**config.mk**
```make
export PLATFORM = sky130hd
export DESIGN_NAME = fb_write_arbiter
export DESIGN_NICKNAME = d
export VERILOG_FILES = /design/src/rtl/fb_write_arbiter.sv
export SDC_FILE = /design/constraint.sdc
export NUM_CORES = 1
export LEC_CHECK = 0
export CORE_MARGIN = 4
export CORE_UTILIZATION = 40
export DETAILED_ROUTE_END_ITERATION = 12
export HOLD_SLACK_MARGIN = 0.02
export PLACE_DENSITY = 0.92
export SETUP_SLACK_MARGIN = 0.1
export SLEW_MARGIN = 10
export SYNTH_ARGS = -nofsm -noshare
export SYNTH_HDL_FRONTEND = slang
export SYNTH_SLANG_ARGS = --single-unit
export TNS_END_PERCENT = 5
```
**constraint.sdc**
```tcl
create_clock -name clk -period 2.2 [get_ports clk]
set_input_delay 0.44 -clock clk [delete_from_list [all_inputs] [get_ports clk]]
set_output_delay 0.44 -clock clk [all_outputs]
set_load 0.05 [all_outputs]
```
**src/rtl/fb_write_arbiter.sv**
```systemverilog
// fb_write_arbiter: owns the framebuffer write port. It arbitrates round-robin
// between two pixel requesters and contains a full-frame clear engine.
// Optional feature macro: FB_ARB_STATS_EN enables the grant/stall statistic counters.
// ADDR_W corresponds to DISP_ADDR_WIDTH (memory/memory_sizes.vh); override at instantiation.
module fb_write_arbiter #(
    parameter int unsigned FB_PIXELS = 76800,
    parameter int unsigned ADDR_W    = 17
) (
    input  logic              clk,
    input  logic              reset,
    input  logic              clear_start,
    input  logic [11:0]       clear_colour,
    output logic              clear_busy,
    output logic              clear_done,
    input  logic              req0_valid,
    input  logic [ADDR_W-1:0] req0_addr,
    input  logic [11:0]       req0_data,
    output logic              req0_ready,
    input  logic              req1_valid,
    input  logic [ADDR_W-1:0] req1_addr,
    input  logic [11:0]       req1_data,
    output logic              req1_ready,
    output logic              fb_we,
    output logic [ADDR_W-1:0] fb_addr,
    output logic [31:0]       fb_wdata,
    output logic [31:0]       stat_grant0,
    output logic [31:0]       stat_grant1,
    output logic [31:0]       stat_stall
);

    localparam int unsigned PAD_W = 20;
    localparam logic [ADDR_W-1:0] LAST_ADDR = ADDR_W'(FB_PIXELS - 1);

    typedef enum logic [0:0] {
        ST_ARB   = 1'b0,
        ST_CLEAR = 1'b1
    } state_t;

    state_t            state_q;
    logic              last_grant_q;
    logic [ADDR_W-1:0] cnt_q;
    logic [11:0]       colour_q;
    logic              fb_we_q;
    logic [ADDR_W-1:0] fb_addr_q;
    logic [31:0]       fb_wdata_q;
    logic              clear_busy_q;
    logic              clear_done_q;
    logic              grant0_c;
    logic              grant1_c;

    // Grant decision: requesters are only served in ARB and never in the clear-accept cycle.
    always_comb begin
        grant0_c = 1'b0;
        grant1_c = 1'b0;
        if (state_q == ST_ARB && !clear_start) begin
            if (req0_valid && req1_valid) begin
                if (last_grant_q) begin
                    grant0_c = 1'b1;
                end else begin
                    grant1_c = 1'b1;
                end
            end else if (req0_valid) begin
                grant0_c = 1'b1;
            end else if (req1_valid) begin
                grant1_c = 1'b1;
            end
        end
    end

    assign req0_ready = grant0_c;
    assign req1_ready = grant1_c;

    // Control FSM with registered write port; last_grant only moves on contention.
    always_ff @(posedge clk) begin
        if (reset) begin
            state_q      <= ST_ARB;
            last_grant_q <= 1'b1;
            cnt_q        <= '0;
            colour_q     <= '0;
            fb_we_q      <= 1'b0;
            fb_addr_q    <= '0;
            fb_wdata_q   <= '0;
            clear_busy_q <= 1'b0;
            clear_done_q <= 1'b0;
        end else begin
            fb_we_q      <= 1'b0;
            clear_done_q <= 1'b0;
            case (state_q)
                ST_ARB: begin
                    if (clear_start) begin
                        state_q      <= ST_CLEAR;
                        colour_q     <= clear_colour;
                        cnt_q        <= '0;
                        clear_busy_q <= 1'b1;
                    end else if (grant0_c) begin
                        fb_we_q    <= 1'b1;
                        fb_addr_q  <= req0_addr;
                        fb_wdata_q <= {PAD_W'(0), req0_data};
                        if (req1_valid) begin
                            last_grant_q <= 1'b0;
                        end
                    end else if (grant1_c) begin
                        fb_we_q    <= 1'b1;
                        fb_addr_q  <= req1_addr;
                        fb_wdata_q <= {PAD_W'(0), req1_data};
                        if (req0_valid) begin
                            last_grant_q <= 1'b1;
                        end
                    end
                end
                ST_CLEAR: begin
                    fb_we_q    <= 1'b1;
                    fb_addr_q  <= cnt_q;
                    fb_wdata_q <= {PAD_W'(0), colour_q};
                    if (cnt_q == LAST_ADDR) begin
                        cnt_q        <= '0;
                        state_q      <= ST_ARB;
                        clear_busy_q <= 1'b0;
                        clear_done_q <= 1'b1;
                    end else begin
                        cnt_q <= cnt_q + ADDR_W'(1);
                    end
                end
            endcase
        end
    end

    assign fb_we      = fb_we_q;
    assign fb_addr    = fb_addr_q;
    assign fb_wdata   = fb_wdata_q;
    assign clear_busy = clear_busy_q;
    assign clear_done = clear_done_q;

`ifdef FB_ARB_STATS_EN
    logic [31:0] stat_grant0_q;
    logic [31:0] stat_grant1_q;
    logic [31:0] stat_stall_q;

    // Statistics: grants per requester and cycles with at least one waiting requester.
    always_ff @(posedge clk) begin
        if (reset) begin
            stat_grant0_q <= '0;
            stat_grant1_q <= '0;
            stat_stall_q  <= '0;
        end else begin
            if (req0_valid && grant0_c) begin
                stat_grant0_q <= stat_grant0_q + 32'd1;
            end
            if (req1_valid && grant1_c) begin
                stat_grant1_q <= stat_grant1_q + 32'd1;
            end
            if ((req0_valid && !grant0_c) || (req1_valid && !grant1_c)) begin
                stat_stall_q <= stat_stall_q + 32'd1;
            end
        end
    end

    assign stat_grant0 = stat_grant0_q;
    assign stat_grant1 = stat_grant1_q;
    assign stat_stall  = stat_stall_q;
`else
    assign stat_grant0 = '0;
    assign stat_grant1 = '0;
    assign stat_stall  = '0;
`endif

endmodule

```
## Word level (Yosys, flattened, before mapping)

Cells that the tools add are included.

| storage, ports and cells | value |
|---|---|
| register bits after elaboration | 83 |

| operators by class | value |
|---|---|
| add/sub/neg operators | 1 |
| equality and inequality tests | 6 |
| muxes and demuxes | 35 |
| bitwise gates (word level) | 2 |
| reduce and logical (&&, ||, !) cells | 10 |

Operator list:

| operator | count |
|---|---|
| $mux W32 | 3 |
| $mux W17 | 5 |
| $pmux W17 S2 | 2 |
| $pmux W32 S2 | 1 |
| $mux W1 | 21 |
| $add A17 B1 Y17 const B | 1 |
| $eq A17 B17 Y1 const B | 1 |
| $pmux W1 S2 | 3 |
| $reduce_and A2 Y1 | 3 |
| $reduce_and A5 Y1 | 1 |
| $ne A2 B1 Y1 const B | 2 |
| $ne A2 B2 Y1 const B | 2 |
| $reduce_bool A2 Y1 | 2 |
| $ne A3 B3 Y1 const B | 1 |
| $logic_and A1 B1 Y1 | 2 |
| $not A1 Y1 | 2 |
| $reduce_or A2 Y1 | 1 |
| $logic_not A1 Y1 | 1 |

## Logic depth before layout (Yosys ltp)

| depth | value |
|---|---|
| word-level depth | 8 |
| mapped depth | 7 |

## Worst setup path after synthesis

No wires, ideal clock.

| timing | value |
|---|---|
| kind | input-to-output |
| start point | input port clear_start |
| end point | output port req1_ready |
| arrival time | 1.426 ns |
| data required time | 1.760 ns |
| path slack | 0.334 ns |
| stages | 3 |
| cell sequence | buf_2 > nor2_1 > and3_1 |

| between the ends | value |
|---|---|
| cells in the longest elaborated chain, start to end | 3 |

RTL lines:

| item | line | text |
|---|---|---|
| from (decl) | 11 | `input logic clear_start,` |
| $logic_not A1 Y1 | 55 | `if (state_q == ST_ARB && !clear_start) begin` |
| $logic_and A1 B1 Y1 | 55 |  |
| $mux W1 | 55 |  |
| to (decl) | 22 | `output logic req1_ready,` |

Every way passes these cells.

## Worst setup path after layout

| timing | value |
|---|---|
| start point | input port clear_start |
| end point | output port req0_ready |

| between the ends | value |
|---|---|
| cells in the longest elaborated chain, start to end | 3 |

RTL lines:

| item | line | text |
|---|---|---|
| $logic_not A1 Y1 | 55 |  |
| $logic_and A1 B1 Y1 | 55 |  |
| $mux W1 | 55 |  |
| to (decl) | 18 | `output logic req0_ready,` |

Every way passes these cells.

==> Flow_metrics.wiki <==
{| class="wikitable"
! Metric !! Value
|-
| Number of H-tree branching levels || 3
|-
| Number of distinct library cells after synthesis || 47
|-
| Critical Path AT || 1.56 ns
|-
| Count of state elements after synthesis || 63
|-
| Count of hold buffers inserted by post-cts repair || 0
|-
| Worst min-delay path category || primary input to register
|-
| Highest fanout seen on the critical path || 3
|-
| Pin count of the biggest net entering global routing || 59
|-
| CTS tree || done
|-
| Filler-free cell count of the finished design || 755
|-
| Total standard cell area after synthesis || 4110 um^2
|-
| Antenna viol nets, final || 0
|-
| Primary flip-flop cell chosen by synthesis mapping || dfxtp_1
|-
| Layout area overhead || 24.4%
|-
| Initial DRC count || 342
|-
| Grt total ovfl || 0
|-
| Area of the die || 12,000 um^2
|-
| Initial antenna violation count || 0
|-
| Beginning of the worst register-to-register path || cnt_q[0]$_SDFFE_PP0P_
|-
| Max-cap violation count || 0
|-
| Antenna diode count || 0
|-
| Core area || 9910 um^2
|-
| Worst Setup Start Kind || primary input
|-
| Asr flop ratio synth || 0
|-
| Yosys Warn Count || 0
|-
| Post-route clock period utilization || 0.907
|-
| Post-cts resize count || 0
|-
| Placed Instances || 739
|-
| Layout Cell Area excl Fill || 5110 um^2
|-
| Clock-pin slew reported for the worst setup and hold paths after clock tree synthesis || 0.06 ns
|-
| Number of global-route vias before repair || 3,262
|-
| Syn avg cell area || 7.86 um^2
|-
| Floorplan row count || 36
|-
| 1st-pass router iterations || 5
|-
| Filler cell count in the final layout || 934
|-
| Wire length of the first global-routing pass || 16,200 um
|-
| Number of nets in the layout || 693
|-
| Post-CTS repair timing setup buffer count || 0
|-
| Worst slew margin relative to its limit || 0.634
|-
| Setup clock skew after layout || 0.00979 ns
|-
| Multi-input combinational cell area || 2220 um^2
|-
| Detailed-route wire length per cell || 14.3 um
|-
| Result of the run || completed
|-
| Routed wire length || 10,800 um
|-
| RSZ-0062 raised after global routing || no
|-
| Effective utilization at floorplan || 0.415
|-
| Class of the most critical setup path || primary input to primary output
|-
| Port buffer count || 108
|-
| Leakage power || 2.07 nW
|-
| Number of pins with negative max-slew slack in the final report || 0
|-
| Sequential area share after synthesis || 0.307
|-
| Post-placement cell area || 4920 um^2
|-
| Hold wc startpoint || reset
|-
| Number of sinks on the clock net || 63
|-
| Max frequency || 501 MHz
|-
| Total design power || 0.00322 W
|-
| Placer congestion estimate || 0.926
|-
| Pre-CTS WS || 0.0500 ns
|-
| Sum of negative setup slack || 0 ns
|-
| Via-per-instance ratio || 4.91
|-
| Total via count after detailed routing || 3,707
|-
| I/O pin total || 225
|-
| Power density normalized to cell area || 630 nW/um^2
|-
| Final setup violating endpoints || 0
|-
| Crit. Startpoint || clear_start
|-
| Detailed-route DRC error count || 0
|-
| All-Layer GR Usage || 0.172
|-
| Synthesized instance count || 523
|-
| Ratio of cells with drive above 1 in the final layout || 0.0643
|-
| Worst slew pin tran || 0.547 ns
|-
| Clock latency on the worst-skew pair || 0.34 ns
|-
| Final WS setup || 0.204 ns
|-
| EDFF count, synth || 0
|-
| Endpoint type of the worst setup path || primary output
|-
| Data required, critical path || 1.76 ns
|-
| Root cell of the clock tree || clkbuf_8
|-
| Register area || 1260 um^2
|-
| Worst vdd rail ir drop || 0.399 mV
|-
| Inserted Clock Buffers || 9
|-
| Height of the die || 109 um
|-
| Die extent in x || 109 um
|-
| Final critical delay including setup and external delays || 2.00 ns
|-
| Placed wire-length estimate || 8100 um
|-
| Final number of hold-violating endpoints || 0
|-
| Maximum number of buffers from clock root to sink || 2
|}
==> cell families (layout without fill, tap and decap cells) <==
group | count (synthesis) | after routing | share of synthesized area
compound gates | 170 | 170 | 0.257
xor+xnor | 2 | 2 | 0.00426
other cells | 1 | 116 | 0.000913
buf+inv | 160 | 144 | 0.260
fa+ha+maj | 1 | 1 | 0.00304
flops | 63 | 63 | 0.307
simple gates | 126 | 126 | 0.167
==> synthesized netlist by cell type, types with 3 or more instances <==
cell type  number  share of area
buf_4         118           0.22
dfxtp_1        63           0.31
a21oi_1        51          0.062
nand2_1        39          0.036
and3_1         36          0.055
a22oi_1        30          0.055
a21boi_0       28          0.051
o21ai_0        26          0.032
clkbuf_1       21          0.019
buf_2          14          0.017
o21ai_1        11          0.013
nand4_1         8          0.012
nor2_1          8         0.0073
a31oi_1         7          0.011
nand3_1         7         0.0085
nor3_1          5         0.0061
or3_1           5         0.0076
nand2b_1        4         0.0061
buf_1           3         0.0027
o2111ai_1       3         0.0064
o211ai_1        3         0.0055
or4_1           3         0.0055
==> metal layers <==
| layer | vias to the layer above | wire length [um] | share of wire | track usage |
|---|---|---|---|---|
| met5 | - | 0 | 0 | 0 |
| met4 | 0 | 252 | 0.023 | 0.0757 |
| met3 | 15 | 877 | 0.081 | 0.0499 |
| met2 | 169 | 5460 | 0.51 | 0.296 |
| met1 | 1709 | 4210 | 0.39 | 0.197 |
| li1 | 1814 | - | - | - |
==> through the flow <==
| stage | util | hold WS (ns) |
|---|---|---|
| 6_report | 0.516 | 0.378 |
| 5_1_grt | 0.516 | 0.373 |
| 4_1_cts | 0.516 | 0.359 |
| 3_5_place_dp | 0.497 | 0.452 |
| 3_3_place_gp | 0.497 | 0.445 |
| 2_1_floorplan | - | 0.437 |
==> state kept, by name, indices dropped and copies added (netlist names) <==
register,cells
last_grant_q,1
colour_q,12
fb_addr,17
fb_we,1
clear_busy,1
clear_done,1
cnt_q,17
fb_wdata,12
state_q,1
==> cells in the final DEF, fill, tap and decap left out, drive strengths merged, types with 2 or more instances in the layout <==
| cell type | instances |
|---|---|
| a21boi | 29 |
| a21oi | 51 |
| a22oi | 30 |
| a2bb2oi | 2 |
| a31oi | 7 |
| and3 | 36 |
| and4 | 2 |
| buf | 20 |
| clkbuf | 10 |
| clkdlybuf4s50 | 105 |
| clkinv | 4 |
| conb | 116 |
| dfxtp | 63 |
| inv | 3 |
| nand2 | 39 |
| nand2b | 4 |
| nand3 | 8 |
| nand4 | 8 |
| nor2 | 8 |
| nor2b | 2 |
| nor3 | 5 |
| nor3b | 2 |
| o2111ai | 3 |
| o211ai | 3 |
| o21ai | 37 |
| o31ai | 2 |
| or3 | 5 |
| or4 | 3 |
==> where the power goes <==
part / switching (W) / internal (W)
clock network: 0.000456 / 0.000519
logic: 0.000742 / 0.000273
registers: 0.0000396 / 0.00119
==> critical path, stage by stage <==
cell and delay [ns]:
clkdlybuf4s50_1 0.52, nor2_1 0.22, and3_1 0.23, buf_12 0.14
==> path summary, 6_finish.rpt <==
kind / slack, ns / endpoint / cells after the start
worst max-delay path: 0.20 / req0_ready / 4
worst min-delay path: 0.38 / state_q$_SDFF_PP0_ / 2
worst max register to register: 0.39 / clear_busy$_SDFFE_PP0P_ / 6
worst min register to register: 0.46 / colour_q[3]$_SDFFE_PP0P_ / 2
==> cell type report <==
| cell class | count | share of cell area |
|---|---|---|
| clock inverter | 6 | 0.0120 |
| multi-input combinational | 415 | 0.435 |
| timing repair buffer | 125 | 0.247 |
| tap | 133 | 0.0326 |
| clock buffer | 10 | 0.0250 |
| sequential | 63 | 0.247 |
| inverter | 3 | 0.00220 |
No activity file was read; power rests on OpenSTA's default activity.
